`src/rtl/hc595_scan_driver.sv`:
```
`default_nettype none
// ============================================================================
// Module   : hc595_scan_driver
// Purpose  : Multiplexed scan controller for a 6-digit display built from two
//            cascaded SN74HC595 shift registers (segments in the first device,
//            one-hot digit selects in the second). Each digit slot serializes
//            a 16-bit frame MSB first on SER/SRCLK, latches it with RCLK, then
//            dwells until the slot period expires.
// Revision : 1.0 - initial release
// ============================================================================
module hc595_scan_driver #(
  parameter int CLK_DIV       = 4,
  parameter int DIGITS        = 6,
  parameter int REFRESH_TICKS = 50000
) (
  input  logic                  clk,
  input  logic                  nRST,
  input  logic [8*DIGITS-1:0]   seg_data,
  input  logic                  blank,
  output logic                  SER,
  output logic                  SRCLK,
  output logic                  RCLK,
  output logic                  nSRCLR,
  output logic                  nOE,
  output logic [2:0]            digit_idx,
  output logic                  frame_done
);

  // --------------------------------------------------------------------------
  // Parameter sanity (elaboration-time)
  // --------------------------------------------------------------------------
  if (CLK_DIV < 1) begin : g_bad_clk_div
    $error("hc595_scan_driver: CLK_DIV must be >= 1");
  end
  if ((DIGITS < 1) || (DIGITS > 8)) begin : g_bad_digits
    $error("hc595_scan_driver: DIGITS must be in 1..8");
  end
  if (REFRESH_TICKS < (33 * CLK_DIV + 2)) begin : g_bad_refresh
    $error("hc595_scan_driver: REFRESH_TICKS too small for one frame");
  end

  // --------------------------------------------------------------------------
  // Constants
  // --------------------------------------------------------------------------
  localparam int DIV_W  = (CLK_DIV > 1) ? $clog2(CLK_DIV) : 1;
  localparam int SLOT_W = $clog2(REFRESH_TICKS);

  localparam logic [DIV_W-1:0]  C_DIV_LAST  = DIV_W'(CLK_DIV - 1);
  localparam logic [SLOT_W-1:0] C_SLOT_LAST = SLOT_W'(REFRESH_TICKS - 1);
  localparam logic [2:0]        C_PTR_LAST  = 3'(DIGITS - 1);
  localparam logic [3:0]        C_BIT_LAST  = 4'd15;

  typedef enum logic [2:0] {
    ST_CLEAR = 3'd0,
    ST_LOAD  = 3'd1,
    ST_SHIFT = 3'd2,
    ST_LATCH = 3'd3,
    ST_DWELL = 3'd4
  } state_t;

  // --------------------------------------------------------------------------
  // State and registered outputs
  // --------------------------------------------------------------------------
  state_t              r_state;
  logic [DIV_W-1:0]    r_div;       // phase-length counter (CLEAR/SHIFT/LATCH)
  logic [SLOT_W-1:0]   r_slot;      // cycle offset within the digit slot
  logic [3:0]          r_bit;       // bit being presented on SER
  logic [15:0]         r_shreg;     // frame bits still to be sent, MSB next
  logic [2:0]          r_ptr;       // digit being loaded / shifted
  logic                r_latched;   // at least one frame latched since reset

  logic                r_ser;
  logic                r_srclk;
  logic                r_rclk;
  logic                r_nsrclr;
  logic                r_noe;
  logic [2:0]          r_digit_idx;
  logic                r_frame_done;

  // --------------------------------------------------------------------------
  // Combinational helpers
  // --------------------------------------------------------------------------
  logic [7:0] w_seg_byte;
  logic [7:0] w_sel;
  logic [2:0] w_ptr_next;

  // Pick the segment byte of the current digit out of the flat input bus
  always_comb begin
    w_seg_byte = 8'h00;
    for (int i = 0; i < DIGITS; i++) begin
      if (r_ptr == 3'(i)) begin
        w_seg_byte = seg_data[8*i +: 8];
      end
    end
  end

  assign w_sel      = 8'(8'h01 << r_ptr);
  assign w_ptr_next = (r_ptr == C_PTR_LAST) ? 3'd0 : r_ptr + 3'd1;

  // --------------------------------------------------------------------------
  // Scan sequencer: CLEAR -> (LOAD -> SHIFT -> LATCH -> DWELL)*
  // --------------------------------------------------------------------------
  // Single registered FSM owning every 595 control line
  always_ff @(posedge clk or negedge nRST) begin
    if (!nRST) begin
      r_state      <= ST_CLEAR;
      r_div        <= '0;
      r_slot       <= '0;
      r_bit        <= 4'd0;
      r_shreg      <= 16'h0000;
      r_ptr        <= 3'd0;
      r_latched    <= 1'b0;
      r_ser        <= 1'b0;
      r_srclk      <= 1'b0;
      r_rclk       <= 1'b0;
      r_nsrclr     <= 1'b0;
      r_noe        <= 1'b1;
      r_digit_idx  <= 3'd0;
      r_frame_done <= 1'b0;
    end else begin
      // Defaults: pulse outputs drop, slot offset keeps counting
      r_frame_done <= 1'b0;
      r_slot       <= r_slot + SLOT_W'(1);

      // Display stays dark until a valid frame has been latched once
      if (r_latched) begin
        r_noe <= blank;
      end

      case (r_state)
        ST_CLEAR: begin
          if (r_div == C_DIV_LAST) begin
            r_div    <= '0;
            r_nsrclr <= 1'b1;
            r_ptr    <= 3'd0;
            r_slot   <= '0;
            r_state  <= ST_LOAD;
          end else begin
            r_div <= r_div + DIV_W'(1);
          end
        end

        ST_LOAD: begin
          // Snapshot the frame; first bit goes straight onto SER
          r_shreg <= {w_sel, w_seg_byte};
          r_ser   <= w_sel[7];
          r_srclk <= 1'b0;
          r_bit   <= 4'd0;
          r_div   <= '0;
          r_state <= ST_SHIFT;
        end

        ST_SHIFT: begin
          if (r_div == C_DIV_LAST) begin
            r_div <= '0;
            if (!r_srclk) begin
              r_srclk <= 1'b1;
            end else begin
              // SRCLK falls: either advance SER or finish the frame
              r_srclk <= 1'b0;
              if (r_bit == C_BIT_LAST) begin
                r_ser        <= 1'b0;
                r_rclk       <= 1'b1;
                r_frame_done <= 1'b1;
                r_digit_idx  <= r_ptr;
                r_latched    <= 1'b1;
                r_state      <= ST_LATCH;
              end else begin
                r_bit   <= r_bit + 4'd1;
                r_ser   <= r_shreg[14];
                r_shreg <= {r_shreg[14:0], 1'b0};
              end
            end
          end else begin
            r_div <= r_div + DIV_W'(1);
          end
        end

        ST_LATCH: begin
          if (r_div == C_DIV_LAST) begin
            r_div   <= '0;
            r_rclk  <= 1'b0;
            r_state <= ST_DWELL;
          end else begin
            r_div <= r_div + DIV_W'(1);
          end
        end

        ST_DWELL: begin
          if (r_slot == C_SLOT_LAST) begin
            r_ptr   <= w_ptr_next;
            r_slot  <= '0;
            r_state <= ST_LOAD;
          end
        end

        default: begin
          r_state <= ST_CLEAR;
        end
      endcase
    end
  end

  // --------------------------------------------------------------------------
  // Outputs
  // --------------------------------------------------------------------------
  assign SER        = r_ser;
  assign SRCLK      = r_srclk;
  assign RCLK       = r_rclk;
  assign nSRCLR     = r_nsrclr;
  assign nOE        = r_noe;
  assign digit_idx  = r_digit_idx;
  assign frame_done = r_frame_done;

endmodule
`default_nettype wire

```
`config.mk`:
```
export PLATFORM = sky130hd
export DESIGN_NAME = hc595_scan_driver
export DESIGN_NICKNAME = d
export VERILOG_FILES = /design/src/rtl/hc595_scan_driver.sv
export SDC_FILE = /design/constraint.sdc
export NUM_CORES = 1
export LEC_CHECK = 0
export CAP_MARGIN = 5
export CORE_ASPECT_RATIO = 1.25
export CORE_UTILIZATION = 52
export DETAILED_ROUTE_END_ITERATION = 12
export MAX_ROUTING_LAYER = met4
export PLACE_DENSITY = 0.8
export SLEW_MARGIN = 5
export SYNTH_ARGS = -nofsm -noshare
export SYNTH_HDL_FRONTEND = slang
export SYNTH_SLANG_ARGS = --single-unit
```
`constraint.sdc`:
```
create_clock -name clk -period 3.2 [get_ports clk]
set_clock_uncertainty 0.2 [all_clocks]
set_input_delay 0.48 -clock clk [delete_from_list [all_inputs] [get_ports clk]]
set_output_delay 0.48 -clock clk [all_outputs]
set_load 0.1 [all_outputs]
```
### Yosys cells after proc, flatten, opt, wreduce, memory -nomap -nowiden

Index checks and enable logic that the tools add are counted.

| storage, ports and cells | value |
|---|---|
| memories kept | 0 |
| input port bits | 51 |
| ROM bits | 0 |
| memory bits (writable) | 0 |
| register bits | 53 |
| latch bits | 0 |

| operators by class | value |
|---|---|
| divide/modulo/power cells | 0 |
| reductions and logical operators | 15 |
| shifts and indexed selects | 1 |
| add/sub/neg operators | 4 |
| $lt $le $gt $ge | 0 |
| mux-type cells | 46 |
| equality and inequality tests | 19 |
| bitwise logic cells | 0 |
| multipliers | 0 |

Operator list:

| kind | count |
|---|---|
| 8-bit two-way mux | 6 |
| 15-bit two-way mux | 3 |
| 16-bit two-way mux | 2 |
| 16-bit case mux with 2 select lines | 1 |
| 15-bit case mux with 2 select lines | 1 |
| 3-bit two-way mux | 9 |
| 16-bit by 1-bit adder with 16-bit output, second input constant | 1 |
| 16-bit == test, second input constant | 1 |
| 3-bit case mux with 5 select lines | 1 |
| 2-bit != test, second input constant | 7 |
| 1-bit two-way mux | 13 |
| 3-bit by 2-bit == test with 1-bit output, second input constant | 4 |
| 4-bit two-way mux | 3 |
| 3-bit == test, second input constant | 3 |
| 4-bit case mux with 2 select lines | 1 |
| 4-bit AND reduction | 2 |
| 2-bit nonzero test | 4 |
| 1-bit by 3-bit left shift with 8-bit output, first input constant | 1 |
| 3-bit by 1-bit == test with 1-bit output, second input constant | 2 |
| 3-bit logical NOT | 2 |
| 1-bit case mux with 2 select lines | 3 |
| 3-bit case mux with 2 select lines | 1 |
| 3-bit AND reduction | 2 |
| 6-bit AND reduction | 1 |
| other kinds (10) | 11 |

### Logic depth before layout (Yosys ltp)

| logic depth | value |
|---|---|
| depth in word-level cells | 8 |
| gate-level depth with buffers | 9 |

### Least setup slack after synthesis

OpenSTA, ideal clock, no wires.

| path | value |
|---|---|
| kind | register to register |
| from | register r_ptr[0] |
| to | register r_shreg[5] |
| required time | 2933 ps |
| period minus slack after synthesis | 2454 ps |
| cell stages (with the launch flop) | 10 |
| buffers on the path | 3 |
| arrival | 2187 ps |
| slack | 746 ps |
| cell sequence | dfrtp_1 > buf_6 > buf_2 > and2_1 > ha_1 > clkbuf_1 > nor4b_4 > nand2_1 > a221oi_1 > a221o_1 |

| between the ends | value |
|---|---|
| longest elaborated chain between the ends | 8 |
| elaborated cells between the ends (all ways) | 13 |
| classes of those cells | eq/ne (5); mux (7); reduce/logical (1) |

RTL lines:

| what | line | text |
|---|---|---|
| start, declared | 69 | `logic [2:0] r_ptr;` |
| start signal, assigned | 191 | `r_ptr <= w_ptr_next;` |
| 3-bit logical NOT | 91 | `if (r_ptr == 3'(i)) begin` |
| 8-bit two-way mux (5 in a row) | 91 |  |
| 8-bit two-way mux * | 91 |  |
| 15-bit case mux with 2 select lines * | 130 | `case (r_state)` |
| end signal, assigned | 145 | `r_shreg <= {w_sel, w_seg_byte};` |
| end signal, assigned | 171 | `r_shreg <= {r_shreg[14:0], 1'b0};` |
| end, declared | 68 | `logic [15:0] r_shreg;` |

Every way passes the cells marked *; elsewhere a longest branch is shown, timed or not.
A chain may end at the register's enable or synchronous reset.

### Final worst setup path

| path | value |
|---|---|
| from | register r_ptr[1] |
| to | register r_shreg[3] |

Same word-level chain as after synthesis.

==> reports/results.txt <==
Total CTS buffers: 5
Crit path kind: reg -> reg
DRT iter0 DRCs: 170
PostCTS Resize Cnt: 0
Max Slew Vio Count: 0
Synth warn: 0
Crit-path cells: and2_1, ha_1, nor2_1, a221oi_1, a221oi_1, a221o_1
Nets: 406
Post-synth EDFFs: 0
Final Cell Area: 3704 sq um
Dpl hpwl: 5122 um
Pleak: 0.001541 uW
Drt first pass iters: 4
Fin worst setup slack: 0.6866 ns
Die X: 69.70 um
CP peak stage delay: 0.55 ns
Number of standard cells in the final layout excluding fillers: 414
Place WS: 0.7515 ns
Crit. End Element: flop
F_max: 0.3979 GHz
Remaining DRCs: 0
Crit Path Max Fanout: 11
CTS H-tree lvls: 2
Port Buf Inserts: 59
Setup tns final: 0 ns
Synth async-reset ratio: 100.0%
Final WL: 6960 um
Routed vias/inst: 6.058
PD cells: 337.9 nW/um^2
Boundary Pins: 60
Syn-to-layout area delta: 24.32%
Final setup fails: 0
Most frequent cell after synthesis: dfrtp_1
Grt ovf: 0
Vias in the first global route: 2428
Fin crit share: 78.54%
Sequential fraction of the synthesis area: 44.56%
Antenna Nets Post-Route: 0
Root Driver: clkbuf_8
Max Cap Violations: 0
Synth top area cells: dfrtp_1, a221oi_1, mux2_2
Largest delay contributor family on the critical path: simple AND/OR/NAND/NOR gates
WL/cell: 16.81 um
Row count: 30
Fraction of final layout cells with drive strength greater than 1: 12.86%
Final Wtd Congestion: 0.8537
Synth Flop Type: dfrtp_1
Yosys reg bits: 53
Synth top cells by count: dfrtp_1, nand2_1, nor2_1
Die height: 86.63 um
VDD IR max: 0.0002393 V
Maximum clock insertion buffer count: 2
Worst Setup Start Kind: flop
Slowest cell on crit path: nor2_1
Data required time of the critical path: 3.25 ns
Netlist Area Pre-Place: 2979 sq um
Buf/Inv on CP: 0
Post-cts hold buffer count: 1
Clock sink total: 53
CP arrival: 2.56 ns
Slew HR: 54.51%
Mapped Cells: 292
Initial antenna violation count: 0
Hold Path Class: reg -> reg
Worst Tran Pin Value: 0.6798 ns
Clock latency on the worst-skew pair: 0.31 ns
Cell Area, Placed: 3573 sq um
Antenna diodes: 0
Unrepaired setup endpoints after global routing: false
Count of cell types in the netlist: 54
GRT Util Overall: 24.71%
Final min period: 2.513 ns
Largest net degree at the start of global routing: 30
Tot Pwr: 1251 uW
Initial core utilization: 54.36%
Yosys top cell area share: 43.68%
Final hold vios: 0
Core Footprint: 5480 sq um
Mapped Nets: 349
CTS clock-pin slew for the worst setup and hold paths: 0.10 ns
Status: finished clean
Die area: 6038 sq um
Placed insts: 405
Crit-path most repeated cell: a221oi_1
Detailed-route via count: 2508
Postcts setup bufs: 0
First-pass GRT wire length: 11630 um
CTS tree: built
Largest area contributor in the netlist: dfrtp_1
Number of fill cells: 448
Synthesized area per cell: 10.20 sq um
## per-stage QoR
step	utilization (%)	hold slack, ns
3_3_place_gp	65.21	0.2532
3_5_place_dp	65.21	0.2574
6_report	67.58	0.2809
5_1_grt	67.58	0.3041
2_1_floorplan	-	-0.01559
4_1_cts	67.58	0.2859
## cells in the final DEF (no fill, tap or decap), types with 7 or more instances in the layout
| cell type | count |
|---|---|
| nand2b_1 | 7 |
| nand3_1 | 9 |
| nor2_1 | 20 |
| dfrtp_1 | 52 |
| buf_4 | 13 |
| nand4_1 | 9 |
| inv_1 | 10 |
| mux2_2 | 9 |
| a21oi_1 | 9 |
| clkdlybuf4s50_1 | 49 |
| mux2i_1 | 10 |
| nand2_1 | 26 |
| o21ai_0 | 8 |
| a221o_1 | 7 |
| a221oi_1 | 15 |
## logic make-up (layout without fill, tap and decap cells)
family          count (synthesis)  count (layout)  share of synthesized area, %
compound gates                 66              66                         16.84
xor+xnor                       12              12                         3.528
fa+ha+maj                       6               6                         2.520
buf+inv                        24              82                         3.906
flops                          53              53                         44.56
mux                            22              22                         8.274
simple gates                  109             109                         20.37
## final timing paths
kind                                 startpoint                 endpoint  slack (ns)  depth (start not counted)
min                          nSRCLR$_DFFE_PN0P_       nSRCLR$_DFFE_PN0P_        0.28                          1
min reg2reg                  nSRCLR$_DFFE_PN0P_       nSRCLR$_DFFE_PN0P_        0.28                          1
max                        r_ptr[1]$_DFFE_PN0P_   r_shreg[3]$_DFFE_PN0P_        0.69                          6
min in group asynchronous                  nRST  r_shreg[12]$_DFFE_PN0P_        0.49                          2
max reg2reg                r_ptr[1]$_DFFE_PN0P_   r_shreg[3]$_DFFE_PN0P_        0.69                          6
max in group asynchronous                  nRST      r_slot[5]$_DFF_PN0_        1.53                          3
## layer usage
| metal | track usage (%) | up-vias | wire length, um |
|---|---|---|---|
| li1 | - | 1203 | - |
| met1 | 30.03 | 1212 | 2869 |
| met2 | 42.54 | 82 | 3603 |
| met3 | 3.605 | 11 | 372 |
| met4 | 8.182 | 0 | 114 |
| met5 | - | - | 0 |
## registers in the layout, indices dropped and copies added, names as in the netlist
signal	count
r_state	3
frame_done	1
r_div	2
SER	1
r_bit	4
SRCLK	1
r_shreg	15
digit_idx	3
RCLK	1
r_ptr	3
r_latched	1
nOE	1
nSRCLR	1
r_slot	16
## cell type report
type / count / area, sq um / area share (%)
clock buffer: 6 / 82.58 / 2.230
clock inverter: 2 / 37.54 / 1.014
inverter: 10 / 37.54 / 1.014
multi-input combinational: 215 / 1535 / 41.45
sequential: 53 / 1328 / 35.84
tap: 64 / 80.08 / 2.162
timing repair buffer: 64 / 603.1 / 16.28
## where the power goes
part | total [uW] | internal, uW | switching [uW]
clock | 477 | 255 | 222
sequential | 677 | 674 | 3.04
combinational | 97.1 | 67.5 | 29.6
No activity file was read; power rests on OpenSTA's default activity.
